**config.mk**
```make
export PLATFORM = sky130hd
export DESIGN_NAME = shift_sequencer
export DESIGN_NICKNAME = d
export VERILOG_FILES = /design/src/rtl/shift_sequencer.sv
export SDC_FILE = /design/constraint.sdc
export NUM_CORES = 1
export LEC_CHECK = 0
export CAP_MARGIN = 0
export CORE_MARGIN = 2
export CORE_UTILIZATION = 40
export DETAILED_ROUTE_END_ITERATION = 7
export PLACE_DENSITY = 0.63
export SYNTH_ARGS = -nofsm -noshare
export SYNTH_HDL_FRONTEND = slang
export SYNTH_HIERARCHICAL = 1
export SYNTH_SLANG_ARGS = --single-unit
```
**constraint.sdc**
```tcl
create_clock -name clk -period 7.1 [get_ports clk]
set_clock_uncertainty 0.15 [all_clocks]
set_input_delay 1.42 -clock clk [delete_from_list [all_inputs] [get_ports clk]]
set_output_delay 1.42 -clock clk [all_outputs]
set_load 0.03 [all_outputs]
```
**src/rtl/shift_sequencer.sv**
```systemverilog
// Purpose : multi-cycle shift controller (SLL/SRL/SRA/ROTL) that drives one
//           32-bit combinational left barrel shifter through one or two passes.
// Latency : 2 edges after accept (single-pass), 3 edges (SRA negative with
//           shamt!=0, ROTL with shamt!=0).
// Backpr. : req_ready high only in IDLE; response held stable in DONE until
//           rsp_ready, then req_ready returns the following cycle.
//
// Ports:
//   clk, rst_n                      clock, async active-low reset
//   req_valid/req_ready             request handshake
//   req_op[1:0]                     00 SLL, 01 SRL, 10 SRA, 11 ROTL
//   req_data[31:0], req_shamt[4:0]  operand and shift amount
//   rsp_valid/rsp_ready             response handshake
//   rsp_data[31:0]                  registered result
//   busy                            high whenever not IDLE

module shift_sequencer (
    input  logic        clk,
    input  logic        rst_n,
    input  logic        req_valid,
    output logic        req_ready,
    input  logic [1:0]  req_op,
    input  logic [31:0] req_data,
    input  logic [4:0]  req_shamt,
    output logic        rsp_valid,
    input  logic        rsp_ready,
    output logic [31:0] rsp_data,
    output logic        busy
);

    localparam logic [1:0] OP_SLL  = 2'b00;
    localparam logic [1:0] OP_SRL  = 2'b01;
    localparam logic [1:0] OP_SRA  = 2'b10;
    localparam logic [1:0] OP_ROTL = 2'b11;

    typedef enum logic [1:0] {
        S_IDLE  = 2'd0,
        S_PASS1 = 2'd1,
        S_PASS2 = 2'd2,
        S_DONE  = 2'd3
    } state_t;

    state_t      r_state;
    state_t      w_state_nxt;
    logic [1:0]  r_op;
    logic [31:0] r_data;
    logic [4:0]  r_shamt;
    logic [31:0] r_acc;
    logic [31:0] w_acc_nxt;

    logic [31:0] w_sh_a;
    logic [4:0]  w_sh_b;
    logic [31:0] w_sh_y;
    logic [31:0] w_sh_y_rev;
    logic [31:0] w_data_rev;

    function automatic logic [31:0] rev32(input logic [31:0] x);
        logic [31:0] r;
        for (int i = 0; i < 32; i++) begin
            r[i] = x[31-i];
        end
        return r;
    endfunction

    assign w_data_rev = rev32(r_data);
    assign w_sh_y_rev = rev32(w_sh_y);

    sl u_sl (
        .i_a (w_sh_a),
        .i_b (w_sh_b),
        .o_y (w_sh_y)
    );

    // Right shifts are done as rev(rev(x) << n). In PASS2, ROTL adds the
    // wrapped-around bits (x >> (32-n)); SRA ORs in the sign fill built from
    // ~rev(ones << n), i.e. the top n bits set.
    always_comb begin
        w_sh_a = 32'd0;
        w_sh_b = 5'd0;
        case (r_state)
            S_PASS1: begin
                w_sh_b = r_shamt;
                if (r_op == OP_SRL || r_op == OP_SRA) begin
                    w_sh_a = w_data_rev;
                end else begin
                    w_sh_a = r_data;
                end
            end
            S_PASS2: begin
                if (r_op == OP_ROTL) begin
                    w_sh_a = w_data_rev;
                    w_sh_b = 5'd0 - r_shamt;   // 32 - shamt, shamt is 1..31 here
                end else begin
                    w_sh_a = 32'hFFFF_FFFF;
                    w_sh_b = r_shamt;
                end
            end
            default: ;
        endcase
    end

    always_comb begin
        w_state_nxt = r_state;
        w_acc_nxt   = r_acc;
        case (r_state)
            S_IDLE: begin
                if (req_valid) begin
                    w_state_nxt = S_PASS1;
                end
            end
            S_PASS1: begin
                if (r_op == OP_SRL || r_op == OP_SRA) begin
                    w_acc_nxt = w_sh_y_rev;
                end else begin
                    w_acc_nxt = w_sh_y;
                end
                case (r_op)
                    OP_SRA:  w_state_nxt = (r_data[31] && r_shamt != 5'd0) ? S_PASS2 : S_DONE;
                    OP_ROTL: w_state_nxt = (r_shamt != 5'd0) ? S_PASS2 : S_DONE;
                    default: w_state_nxt = S_DONE;
                endcase
            end
            S_PASS2: begin
                if (r_op == OP_ROTL) begin
                    w_acc_nxt = r_acc | w_sh_y_rev;
                end else begin
                    w_acc_nxt = r_acc | ~w_sh_y_rev;
                end
                w_state_nxt = S_DONE;
            end
            S_DONE: begin
                if (rsp_ready) begin
                    w_state_nxt = S_IDLE;
                end
            end
            default: w_state_nxt = S_IDLE;
        endcase
    end

    always_ff @(posedge clk or negedge rst_n) begin
        if (!rst_n) begin
            r_state <= S_IDLE;
            r_acc   <= 32'd0;
        end else begin
            r_state <= w_state_nxt;
            r_acc   <= w_acc_nxt;
        end
    end

    always_ff @(posedge clk or negedge rst_n) begin
        if (!rst_n) begin
            r_op    <= 2'd0;
            r_data  <= 32'd0;
            r_shamt <= 5'd0;
        end else if (r_state == S_IDLE && req_valid) begin
            r_op    <= req_op;
            r_data  <= req_data;
            r_shamt <= req_shamt;
        end
    end

    assign req_ready = (r_state == S_IDLE);
    assign rsp_valid = (r_state == S_DONE);
    assign busy      = (r_state != S_IDLE);
    assign rsp_data  = r_acc;

endmodule

// Purpose : 32-bit combinational logical left barrel shifter.
// Latency : combinational.
// Backpr. : none.
module sl (
    input  logic [31:0] i_a,
    input  logic [4:0]  i_b,
    output logic [31:0] o_y
);
    assign o_y = i_a << i_b;
endmodule

```
==> impl_metrics.toml <==
[critical_path]
critPathSlowestCell = "o211ai_1"
end_kind = "flip-flop"
crit_type = "reg2reg"
critical_path.cell_chain = "inv_1 -> ha_2 -> buf_4 -> nand3b_1 -> o211ai_1 -> buf_4 -> nor2b_1 -> a32o_1 -> a221oi_1 -> o21ai_1 -> xor2_1 -> nand2_1 -> a21oi_1 -> a21oi_1"
max_stage_delay_ns = 0.94
arrival_ns = 5.39
worst_ep_required_time_ns = 7.10
cp_max_fo = 40
crit_path_start_kind = "flip-flop"

[logic_synthesis]
yosysTopAreaCellShare_pct = 27.5
synth_ff_type = "dfrtp_1"
synth_edf_count = 0
synthTopCellsByArea = "dfrtp_1, mux2_2, mux2i_1"
synth-seq-cells = 73
ys_warn_count = 6
yosysTopAreaCell = "dfrtp_1"
synth.avg_cell_area_um2 = 9.99
netlist_area_um2 = 6640
synth_cells = 664
syn-num-nets = 715
async_flop_share_pct = 100
synth_cell_types = 53
ys_seq_area_share_pct = 27.5

[grt]
overflow = 0
grt_pass1_wl_um = 30100
grt_max_degree = 74
grt_util_all_layers_pct = 21.5
grt_antenna_before_repair = 0
grt_pass1_vias = 5330

[drt]
wl_per_cell_um = 19.9
via_count = 5301
detail_route.iter0.violations = 343
wl_um = 18400
drt_first_pass_iters = 4
avgViaCountPerCell = 5.72
ant_nets = 0
drc = 0

[finish]
layout-drive-gt1-share_pct = 20.4
antennaDiodeCount = 0
nets = 752
area.growth.synth_to_final_pct = 13.3
n_fill_cell = 1543
multi_input_area_um2 = 4250
regArea_um2 = 1830

[sta]
grt_setup_unrepaired = "no"
setup_tns_ns = 0
fin_hold_ws_ns = 0.379
slew_violations = 0
finalCritPeriodShare_pct = 75.8
setup_viol = 0
fin_crit_ns = 5.38
max_freq_mhz = 186
hold_viol_final = 0
worst_slew_pin_slew_ns = 1.38
slew-limit-headroom_pct = 7.38

[clocking]
post_cts_buffers = 0
cts.hold.buffers_added = 0
numCtsBuffers = 9
h-tree-depth = 3
cts_root_buffer = "clkbuf_16"
cts_resized = 0
cts_tree = "built"
insertion_delay_ns = 0.34
cts_sinks = 73
path_clk_slew_ns = 0.06
cts_buffer_depth = 2

[floorplanning]
die-area_um2 = 17600
design.core.area_um2 = 16400
die_h_um = 133
rows = 47
ios = 78
die_w_um = 133
start_util_pct = 40.4

[place]
numPortBuffers = 77
gp_congestion = 0.886
dp_hpwl_um = 13300

[run_status]
outcome = "finished clean"

[flow_run]
cap_violations = 0

[min_path]
min_path_type = "reg2reg"
## final cells by class
class,count,area share (%)
clock buffers,11,3.23
clock inverters,5,0.416
inverters,13,0.649
multi-input cells,517,56.6
flip-flops and latches,73,24.3
well taps,220,3.66
repair buffers,87,11.2
## metrics by stage
stage | cells | setup slack [ns] | instance area, um^2 | utilization [%]
CTS | 926 | 1.79 | 7520 | 45.8
global route | 926 | 1.44 | 7520 | 45.8
global placement | 910 | 1.88 | 7250 | 44.2
finish | 926 | 1.72 | 7520 | 45.8
floorplan | 664 | 3.74 | 6640 | -
detailed placement | 910 | 1.78 | 7250 | 44.2
## path summary, 6_finish.rpt
kind                       cells past startpoint         from          end  slack (ns)
max                                           14   r_state[0]  rsp_data[3]        1.72
min                                            2  rsp_data[5]  rsp_data[5]        0.38
max reg2reg                                   14   r_state[0]  rsp_data[3]        1.72
min reg2reg                                    2  rsp_data[5]  rsp_data[5]        0.38
max in group asynchronous                      2        rst_n   r_data[15]        5.02
min in group asynchronous                      2        rst_n  rsp_data[6]        1.15
## per-layer routing
layer | global-route usage, % | wire length [um]
met5 | 0 | 0
met4 | 5.50 | 245
met3 | 3.91 | 715
met2 | 36.0 | 8990
met1 | 28.9 | 8460
## synthesized netlist by cell type, types with 13 or more instances
cell      instances
nand2_1          81
mux2_2           78
dfrtp_1          73
a21oi_1          69
mux2i_1          43
o21ai_0          37
xor2_1           32
a21boi_1         26
nor2_1           24
clkbuf_1         18
mux4_2           18
buf_2            13
## state kept, by name (all words and copies together) (netlist names)
name and flops:
r_data 32, r_op 2, r_shamt 5, r_state 2
rsp_data 32
## logic make-up (layout without fill, tap and decap cells)
kind of cell	Yosys count	count (layout)	synth area share, %
AO/OA/AOI/OAI	186	186	17.3
buffers and inverters	74	116	8.62
adder cells (fa/ha/maj)	8	8	1.51
AND/OR/NAND/NOR	131	131	8.50
XOR/XNOR	32	32	4.22
multiplexers	160	160	32.3
flip-flops	73	73	27.5
## critical path: cells and delay by family (launching register included)
kind	cells	cell delay, ns
simple gates	3	0.91
fa+ha+maj	1	0.67
buf+inv	3	0.98
compound gates	6	1.84
flops	1	0.44
xor+xnor	1	0.18
## cell usage in the layout (no fill, tap or decap), types with 4 or more instances in the layout
cell             Yosys  final
ha_1                 8      4
a21oi_1             69     69
nand2_1             81     81
o211ai_1             6      6
mux2_2              78     78
nor2_1              24     24
inv_1               11     11
mux2i_1             43     43
xor2_1              32     32
dfrtp_1             73     73
mux4_2              18     18
a211oi_1             5      5
mux4_1              10     10
ha_2                 0      4
a21boi_1            26     26
mux2_4              11     11
nor2b_1              7      4
clkdlybuf4s50_1      0     76
nor3_1               4      4
clkbuf_16            0      9
buf_4                4     10
o21ai_0             37     37
a21boi_0             6      6
a22oi_1             11     11
Power is left out: the tool's default activity adds up to more than one toggle a clock period on the data nets, which glitch-free logic cannot reach.
